--- config.mk ---
export PLATFORM = sky130hd
export DESIGN_NAME = tdm_demux4
export DESIGN_NICKNAME = d
export VERILOG_FILES = /design/src/rtl/tdm_pkg.sv /design/src/rtl/sat_counter.sv /design/src/rtl/tdm_demux4.sv
export SDC_FILE = /design/constraint.sdc
export NUM_CORES = 1
export LEC_CHECK = 0
export BUFFER_PORTS_ARGS = -buffer_cell sky130_fd_sc_hd__buf_2
export CAP_MARGIN = 25
export CORE_MARGIN = 2
export CORE_UTILIZATION = 40
export CTS_BUF_LIST = sky130_fd_sc_hd__clkbuf_8
export DETAILED_ROUTE_END_ITERATION = 16
export PLACE_DENSITY_LB_ADDON = 0.08
export SYNTH_ARGS = -nofsm -noshare
export SYNTH_HDL_FRONTEND = slang
export SYNTH_SLANG_ARGS = --single-unit
--- constraint.sdc ---
create_clock -name clk -period 4.69 [get_ports clk]
set_clock_uncertainty 0.15 [all_clocks]
set_input_delay 0.2345 -clock clk [delete_from_list [all_inputs] [get_ports clk]]
set_output_delay 0.2345 -clock clk [all_outputs]
set_load 0.005 [all_outputs]
--- src/rtl/tdm_pkg.sv ---
// tdm_pkg: frame-format definitions shared by the TDM transmit mux and the
// receive demux, so both ends agree on slot count and counter width.
//
// Optional feature macro: TDM_DEMUX_PARITY_EN
//   Undefined: 4-slot frame (slots 0..3 carry channels 0..3).
//   Defined  : 5-slot frame; slot 4 carries the even-parity word.
package tdm_pkg;

    typedef enum logic {
        HUNT = 1'b0,
        LOCK = 1'b1
    } state_e;

`ifdef TDM_DEMUX_PARITY_EN
    localparam int NUM_SLOTS = 5;
    localparam int SLOT_W    = 3;
`else
    localparam int NUM_SLOTS = 4;
    localparam int SLOT_W    = 2;
`endif

    localparam int NUM_CH = 4;

endpackage

--- src/rtl/sat_counter.sv ---
// sat_counter: saturating up-counter. It increments on each clock where
// inc_i=1 and holds at all-ones once it gets there. It never wraps.
//
// Ports:
//   clk    rising-edge clock
//   rst    asynchronous active-high reset (count -> 0)
//   inc_i  increment request
//   cnt_o  current count
module sat_counter #(
    parameter int W = 8
) (
    input  logic         clk,
    input  logic         rst,
    input  logic         inc_i,
    output logic [W-1:0] cnt_o
);

    logic [W-1:0] cnt_q, cnt_d;

    always_comb begin
        cnt_d = cnt_q;
        if (inc_i && (cnt_q != {W{1'b1}}))
            cnt_d = cnt_q + W'(1);
    end

    always_ff @(posedge clk or posedge rst) begin
        if (rst) cnt_q <= '0;
        else     cnt_q <= cnt_d;
    end

    assign cnt_o = cnt_q;

endmodule

--- src/rtl/tdm_demux4.sv ---
// tdm_demux4: receive side of the 4-channel TDM link. It captures each slot
// word of a frame into shadow registers. When the frame is complete, it
// publishes all four channels together as registered outputs. It also
// tracks frame-sync alignment and counts sync violations.
//
// Optional feature macro: TDM_DEMUX_PARITY_EN
//   Adds a 5th parity slot (the XOR of slots 0..3) and a parity_err output.
//
// Ports:
//   clk, rst     clock, asynchronous active-high reset
//   en           slot strobe; fs/din are sampled only when en=1
//   fs           frame sync, high with the slot-0 word
//   din          slot data word
//   ch0..ch3     channel words of the last complete frame
//   frame_valid  one-cycle pulse when ch0..ch3 update
//   locked       high while the receiver is in LOCK
//   sync_err     one-cycle pulse on a sync violation
//   parity_err   one-cycle pulse on a parity mismatch (parity build only)
//   err_cnt      saturating sync-violation count
module tdm_demux4
    import tdm_pkg::*;
#(
    parameter int WIDTH     = 4,
    parameter int ERR_CNT_W = 8
) (
    input  logic                 clk,
    input  logic                 rst,
    input  logic                 en,
    input  logic                 fs,
    input  logic [WIDTH-1:0]     din,
    output logic [WIDTH-1:0]     ch0,
    output logic [WIDTH-1:0]     ch1,
    output logic [WIDTH-1:0]     ch2,
    output logic [WIDTH-1:0]     ch3,
    output logic                 frame_valid,
    output logic                 locked,
    output logic                 sync_err,
`ifdef TDM_DEMUX_PARITY_EN
    output logic                 parity_err,
`endif
    output logic [ERR_CNT_W-1:0] err_cnt
);

    localparam logic [SLOT_W-1:0] LAST_SLOT = SLOT_W'(NUM_SLOTS - 1);

    state_e                              state_q, state_d;
    logic [SLOT_W-1:0]                   slot_q, slot_d;
    logic [NUM_CH-1:0][WIDTH-1:0]        shadow_q, shadow_d;
    logic [NUM_CH-1:0][WIDTH-1:0]        ch_q, ch_d;
    logic                                fv_q, fv_d;
    logic                                serr_q, serr_d;
    logic                                perr_q, perr_d;

    always_comb begin
        state_d  = state_q;
        slot_d   = slot_q;
        shadow_d = shadow_q;
        ch_d     = ch_q;
        fv_d     = 1'b0;
        serr_d   = 1'b0;
        perr_d   = 1'b0;

        if (en) begin
            unique case (state_q)
                HUNT: begin
                    // Words before the first sync are dropped without an error.
                    if (fs) begin
                        shadow_d[0] = din;
                        slot_d      = SLOT_W'(1);
                        state_d     = LOCK;
                    end
                end
                LOCK: begin
                    if (fs) begin
                        // A sync at slot 0 is expected. A sync at any later
                        // slot drops the partial frame and starts a new one
                        // from this word.
                        serr_d      = (slot_q != '0);
                        shadow_d[0] = din;
                        slot_d      = SLOT_W'(1);
                    end else if (slot_q == '0) begin
                        // Sync is missing at the frame start, so the
                        // receiver has lost alignment.
                        serr_d  = 1'b1;
                        state_d = HUNT;
                        slot_d  = '0;
                    end else if (slot_q == LAST_SLOT) begin
                        slot_d = '0;
`ifdef TDM_DEMUX_PARITY_EN
                        if (din == (shadow_q[0] ^ shadow_q[1] ^ shadow_q[2] ^ shadow_q[3])) begin
                            ch_d = shadow_q;
                            fv_d = 1'b1;
                        end else begin
                            perr_d = 1'b1;
                        end
`else
                        // The slot-3 word goes straight to ch3, so no shadow
                        // register is needed for it.
                        ch_d = {din, shadow_q[2], shadow_q[1], shadow_q[0]};
                        fv_d = 1'b1;
`endif
                    end else begin
                        shadow_d[slot_q[1:0]] = din;
                        slot_d                = slot_q + SLOT_W'(1);
                    end
                end
                default: state_d = HUNT;
            endcase
        end
    end

    always_ff @(posedge clk or posedge rst) begin
        if (rst) begin
            state_q  <= HUNT;
            slot_q   <= '0;
            shadow_q <= '0;
            ch_q     <= '0;
            fv_q     <= 1'b0;
            serr_q   <= 1'b0;
            perr_q   <= 1'b0;
        end else begin
            state_q  <= state_d;
            slot_q   <= slot_d;
            shadow_q <= shadow_d;
            ch_q     <= ch_d;
            fv_q     <= fv_d;
            serr_q   <= serr_d;
            perr_q   <= perr_d;
        end
    end

    // The counter is fed from the next-state pulse, so err_cnt changes on
    // the same edge that raises sync_err.
    sat_counter #(.W(ERR_CNT_W)) u_err_cnt (
        .clk   (clk),
        .rst   (rst),
        .inc_i (serr_d),
        .cnt_o (err_cnt)
    );

    assign ch0         = ch_q[0];
    assign ch1         = ch_q[1];
    assign ch2         = ch_q[2];
    assign ch3         = ch_q[3];
    assign frame_valid = fv_q;
    assign locked      = (state_q == LOCK);
    assign sync_err    = serr_q;
`ifdef TDM_DEMUX_PARITY_EN
    assign parity_err  = perr_q;
`endif

endmodule
After elaboration in Yosys (flattened, before gate mapping)

Index checks and enable logic that the tools add are counted.

Register bits after elaboration: 45
Bits of input ports: 8
Output and inout port bits: 27
Logic and storage cells: 60

Add/sub/neg operators: 2
$lt $le $gt $ge: 2
Eq/ne operators: 5
Multiplexer cells: 26
Bitwise operators: 4
Reductions and logical operators: 8

Operators by type and width:

| operator                                            | count |
|---|---|
| 2-to-1 mux 4 bit                                    | 5 |
| bitwise mux 16 bit                                  | 1 |
| 2-to-1 mux 1 bit                                    | 12 |
| AND reduction 5 bit                                 | 2 |
| adder 8 x 1 -> 8 bit, second input constant         | 1 |
| demux 4 bit (select 2 bit)                          | 1 |
| 2-to-1 mux 2 bit                                    | 4 |
| inequality test 8 bit, second input constant        | 1 |
| case mux 4 bit (2 select lines)                     | 1 |
| inequality test 3 bit, second input constant        | 2 |
| NOT 1 bit                                           | 4 |
| case mux 2 bit (2 select lines)                     | 1 |
| AND reduction 4 bit                                 | 1 |
| < comparator 2 x 3 -> 1 bit, second input constant  | 1 |
| adder 2 x 1 -> 2 bit, second input constant         | 1 |
| == test 2 bit, second input constant                | 1 |
| >= comparator 2 x 1 -> 1 bit, second input constant | 1 |
| logical AND 1 bit                                   | 2 |
| zero test 2 bit                                     | 1 |
| inequality test 2 bit, second input constant        | 1 |
| case mux 1 bit (2 select lines)                     | 1 |
| AND reduction 2 bit                                 | 1 |
| nonzero test 2 bit                                  | 1 |

Logic depth before layout (Yosys ltp)

Depth after elaboration: 9
Mapped depth: 8

By module

A second synthesis with hierarchy kept.

Cell total of the unflattened synthesis: 130
Area total of the unflattened synthesis: 1836.8 um^2

By module, submodules not included:

| module      | instances | cells each | area each (um^2) |
|---|---|---|---|
| tdm_demux4  | 1         | 92         | 1417.6 |
| sat_counter | 1         | 38         | 419.2 |

Worst setup path after synthesis

OpenSTA, ideal clock, no wires.

Kind: register to register
Start point: register slot_q[0]
End point: register u_err_cnt.cnt_q[7] (netlist: u_err_cnt.cnt_o[7])
Arrival time: 1.955 ns
Data required time: 4.415 ns
Path slack: 2.460 ns
Stages on the path, launching flop included: 9
Buffers on the path: 1
Cells stage by stage: dfrtp_1 > inv_1 > ha_1 > ha_1 > and3b_1 > clkbuf_1 > nand4_1 > nor3_1 > mux2_2

Longest elaborated chain between the ends: 6

Ends and longest elaborated chain:

| item                     | RTL line          | text |
|---|---|---|
| start: declaration       | tdm_demux4.sv:47  | `logic [SLOT_W-1:0] slot_q, slot_d;` |
| start signal: assignment | tdm_demux4.sv:123 | `slot_q <= slot_d;` |
| zero test 2 bit          | tdm_demux4.sv:81  | `end else if (slot_q == '0) begin` |
| 2-to-1 mux 1 bit         | tdm_demux4.sv:81  |  |
| 2-to-1 mux 1 bit (*)     | tdm_demux4.sv:74  | `if (fs) begin` |
| 2-to-1 mux 1 bit (*)     | tdm_demux4.sv:64  | `unique case (state_q)` |
| 2-to-1 mux 1 bit (*)     | tdm_demux4.sv:63  | `if (en) begin` |
| named net serr_d         | tdm_demux4.sv:51  | `logic serr_q, serr_d;` |
| logical AND 1 bit (*)    | sat_counter.sv:22 | `if (inc_i && (cnt_q != {W{1'b1}}))` |
| end signal: assignment   | sat_counter.sv:28 | `else cnt_q <= cnt_d;` |
| end: declaration         | sat_counter.sv:18 | `logic [W-1:0] cnt_q, cnt_d;` |

The timed path passes the listed nets; every way through them passes the cells marked *.
A chain may end at the register's enable or synchronous reset.

Worst setup path in the final report

Start point: register slot_q[0]
End point: register u_err_cnt.cnt_q[7] (netlist: u_err_cnt.cnt_o[7])

Longest elaborated chain between the ends: 6

Ends and longest elaborated chain:

| item                  | RTL line |
|---|---|
| zero test 2 bit       | tdm_demux4.sv:81 |
| 2-to-1 mux 1 bit      | tdm_demux4.sv:81 |
| 2-to-1 mux 1 bit (*)  | tdm_demux4.sv:74 |
| 2-to-1 mux 1 bit (*)  | tdm_demux4.sv:64 |
| 2-to-1 mux 1 bit (*)  | tdm_demux4.sv:63 |
| logical AND 1 bit (*) | sat_counter.sv:22 |

Every way passes the cells marked *; elsewhere a longest branch is shown, timed or not.

==> reports/results.ini <==
[sta]
tns_ns = 0
finalSetupViolCount = 0
max_freq_mhz = 417
holdWs_ns = 0.0806
period_needed_ns = 2.40
rsz0062_at_grt = no
slew_headroom_pct = 32.3
worstMarginPinSlew_ns = 1.01
fin_crit_sh_pct = 51.2
timing.final.hold_violations = 0
drv_slew = 0

[floorplanning]
die_area_mm2 = 0.00495
ioPinCount = 35
die_w_um = 70.3
core-area_mm2 = 0.00429
start_util_pct = 41.0
fp-row-count = 24
die_height_um = 70.3

[worst_setup_path]
critPathKind = flip-flop to flip-flop
r2r_slack_ns = 2.29
timing.critical_path.mode_cell = ha_1
worstPathBufferInverterCount = 1
critical-path-max-stage-delay_ns = 0.45
crit_family = simple AND/OR/NAND/NOR gates
cp.arrival_ns = 2.42
required_ns = 4.71
reg2reg_from = slot_q[0]$_DFFE_PP0P_
reg2reg_to = u_err_cnt.cnt_o[7]$_DFFE_PP0P_
critPathMaxFanout = 6
cp-end-kind = flip-flop
crit_chain = inv_1 -> ha_1 -> ha_1 -> and3b_1 -> nand4_1 -> nor3_1 -> mux2_2
path_depth = 7
crit_path_start_kind = flip-flop
rr_worst_depth = 7
worst_path_max_delay_cell = dfrtp_1

[yosys]
synth_most_common_cell = dfrtp_1
synthArstFlopShare_pct = 100
ys.flop_type = dfrtp_1
synth_seq_cells = 41
yosysUniqueCellTypes = 23
synth_seq_area_share_pct = 58.3
yosys-top-cells-area = dfrtp_1 58%, mux2_2 20%, ha_1 6.4%
synth_common_cells = 41 x dfrtp_1, 32 x mux2_2, 10 x nand2_1
synth_nets = 144
synth_area_mm2 = 0.00176
synth_edf_count = 0
yosysWarnings = 0
synth.largest_area_cell = dfrtp_1
syn_area_per_cell_um2 = 13.9
yosysTopAreaCellShare_pct = 58.3
netlist_instances = 127

[finish]
fillCellCount = 405
drive_gt1_share_pct = 45.8
nNetsFinal = 184
final_area_mm2 = 0.00208
diodes = 0
area_growth_syn_to_layout_pct = 18.2

[place]
numPortBuffers = 34
gp_congestion = 0.771
place_hpwl_um = 2290
place_area_mm2 = 0.00198

[status]
status = completed

[job]
drv_cap = 0

[global_routing]
track_usage_pct = 14.7
gr-total-overflow = 0
grt_max_degree = 42
grt_pass1_wl_um = 5660
grt_pass1_vias = 1176
grt_antenna_before_repair = 0

[clock_network]
cts_buffers = 5
cts_sinks = 41
clk_latency_ns = 0.29
cts.root.buffer_cell = clkbuf_8
cts_setup_buffers = 0
tritoncts = yes
htreeDepth = 2
clockBufferDepth = 2
clkTransAtPathRegs_ns = 0.08

[pwr]
vdd_ir_drop_max_uv = 199
p_per_area_mw_per_mm2 = 543
leakagePower_nw = 1.03

[hold_path]
min-delay-start = din[0]
min_path_cells = 2
hold_path_end = shadow_q[4]$_DFFE_PP0P_
hold_path.class = input pin to flip-flop

[routing]
vias = 1113
wire_per_inst_um = 14.4
ant_nets = 0
firstDrtPassIters = 4
via_per_inst = 5.06
drc_errors = 0
wl_um = 3180
drtIter0Drc = 49

[timing repair]
action / CTS / global route
hold endpoints to repair: 41 / 0
resized for setup: 0 / 0
hold buffers: 1 / 0
[worst max-delay path by stage]
stage | startpoint | end | slack, ns
2_1_floorplan | slot_q[0]$_DFFE_PP0P_ | u_err_cnt.cnt_o[7]$_DFFE_PP0P_ | 2.46
3_3_place_gp | slot_q[0]$_DFFE_PP0P_ | u_err_cnt.cnt_o[7]$_DFFE_PP0P_ | 2.36
3_5_place_dp | slot_q[0]$_DFFE_PP0P_ | ch1[0]$_DFFE_PP0P_ | 2.30
4_1_cts | slot_q[0]$_DFFE_PP0P_ | u_err_cnt.cnt_o[7]$_DFFE_PP0P_ | 2.28
5_1_grt | slot_q[0]$_DFFE_PP0P_ | u_err_cnt.cnt_o[7]$_DFFE_PP0P_ | 2.14
6_report | slot_q[0]$_DFFE_PP0P_ | u_err_cnt.cnt_o[7]$_DFFE_PP0P_ | 2.29
[area by class of cell]
class / count / area (µm²) / area share (%)
Inverter: 4 / 15.0 / 0.722
Sequential cell: 41 / 1030 / 49.3
Tap cell: 52 / 65.1 / 3.13
Timing Repair Buffer: 36 / 188 / 9.02
Clock buffer: 5 / 68.8 / 3.31
Clock inverter: 3 / 17.5 / 0.842
Multi-Input combinational cell: 79 / 701 / 33.7
[power by group]
part           internal (mW)  switching (mW)  leakage [nW]
sequential             0.487          0.0887         0.518
clock                  0.103           0.121        0.0439
combinational          0.193           0.138         0.468
total                  0.783           0.348          1.03
[routing by layer]
layer	share of wire, %	GRT usage (%)
met5	0	0
met4	2.0	5.56
met3	4.5	4.91
met2	49	21.8
met1	44	19.9
[state kept, by name, indices dropped and copies added, names as in the netlist]
| signal | flops |
|---|---|
| ch0 | 4 |
| slot_q | 2 |
| shadow_q | 12 |
| frame_valid | 1 |
| u_err_cnt.cnt_o | 8 |
| ch2 | 4 |
| ch1 | 4 |
| sync_err | 1 |
| locked | 1 |
| ch3 | 4 |
[worst reg2reg max path, stage by stage, from the launching register on]
cell	delay, ns
dfrtp_1	0.45
inv_1	0.13
ha_1	0.22
ha_1	0.28
and3b_1	0.33
nand4_1	0.16
nor3_1	0.20
mux2_2	0.36
[logic make-up after synthesis]
family | after synthesis | share of synthesized area (%)
DFF | 41 | 58.3
muxes | 32 | 20.5
and+or+nand+nor | 27 | 8.88
adders and majority gates | 9 | 6.40
AOI/OAI and AO/OA | 8 | 2.56
buffers and inverters | 7 | 1.92
xor gates and xnor gates | 3 | 1.49
[per-stage QoR]
step | power, mW | setup slack [ns] | utilization (%) | std cells
finish | 1.13 | 2.29 | 48.5 | 220
global route | 1.22 | 2.14 | 48.5 | 220
CTS | 1.15 | 2.28 | 48.5 | 220
detailed placement | 0.922 | 2.30 | 46.2 | 211
global placement | 0.903 | 2.36 | 46.2 | 211
floorplan | 0.776 | 2.46 | - | 127
[placed cells by master, fill, tap and decap left out]
cell	count
mux2_2	32
buf_4	1
dfrtp_1	41
nand4_1	2
and4_1	1
and3b_1	1
a21oi_1	4
buf_2	34
ha_1	9
clkinv_2	2
clkinvlp_4	1
a31oi_1	1
nor3b_1	2
nand2_2	1
xnor2_1	3
o22ai_1	1
dlygate4sd3_1	1
clkbuf_8	5
nor2_1	3
nand2b_1	2
o21ai_0	1
nor3_1	2
a21o_1	1
nand3_1	2
nand2_1	10
inv_1	4
nor4b_4	1
Note: power is estimated with default switching activity, not from simulation.
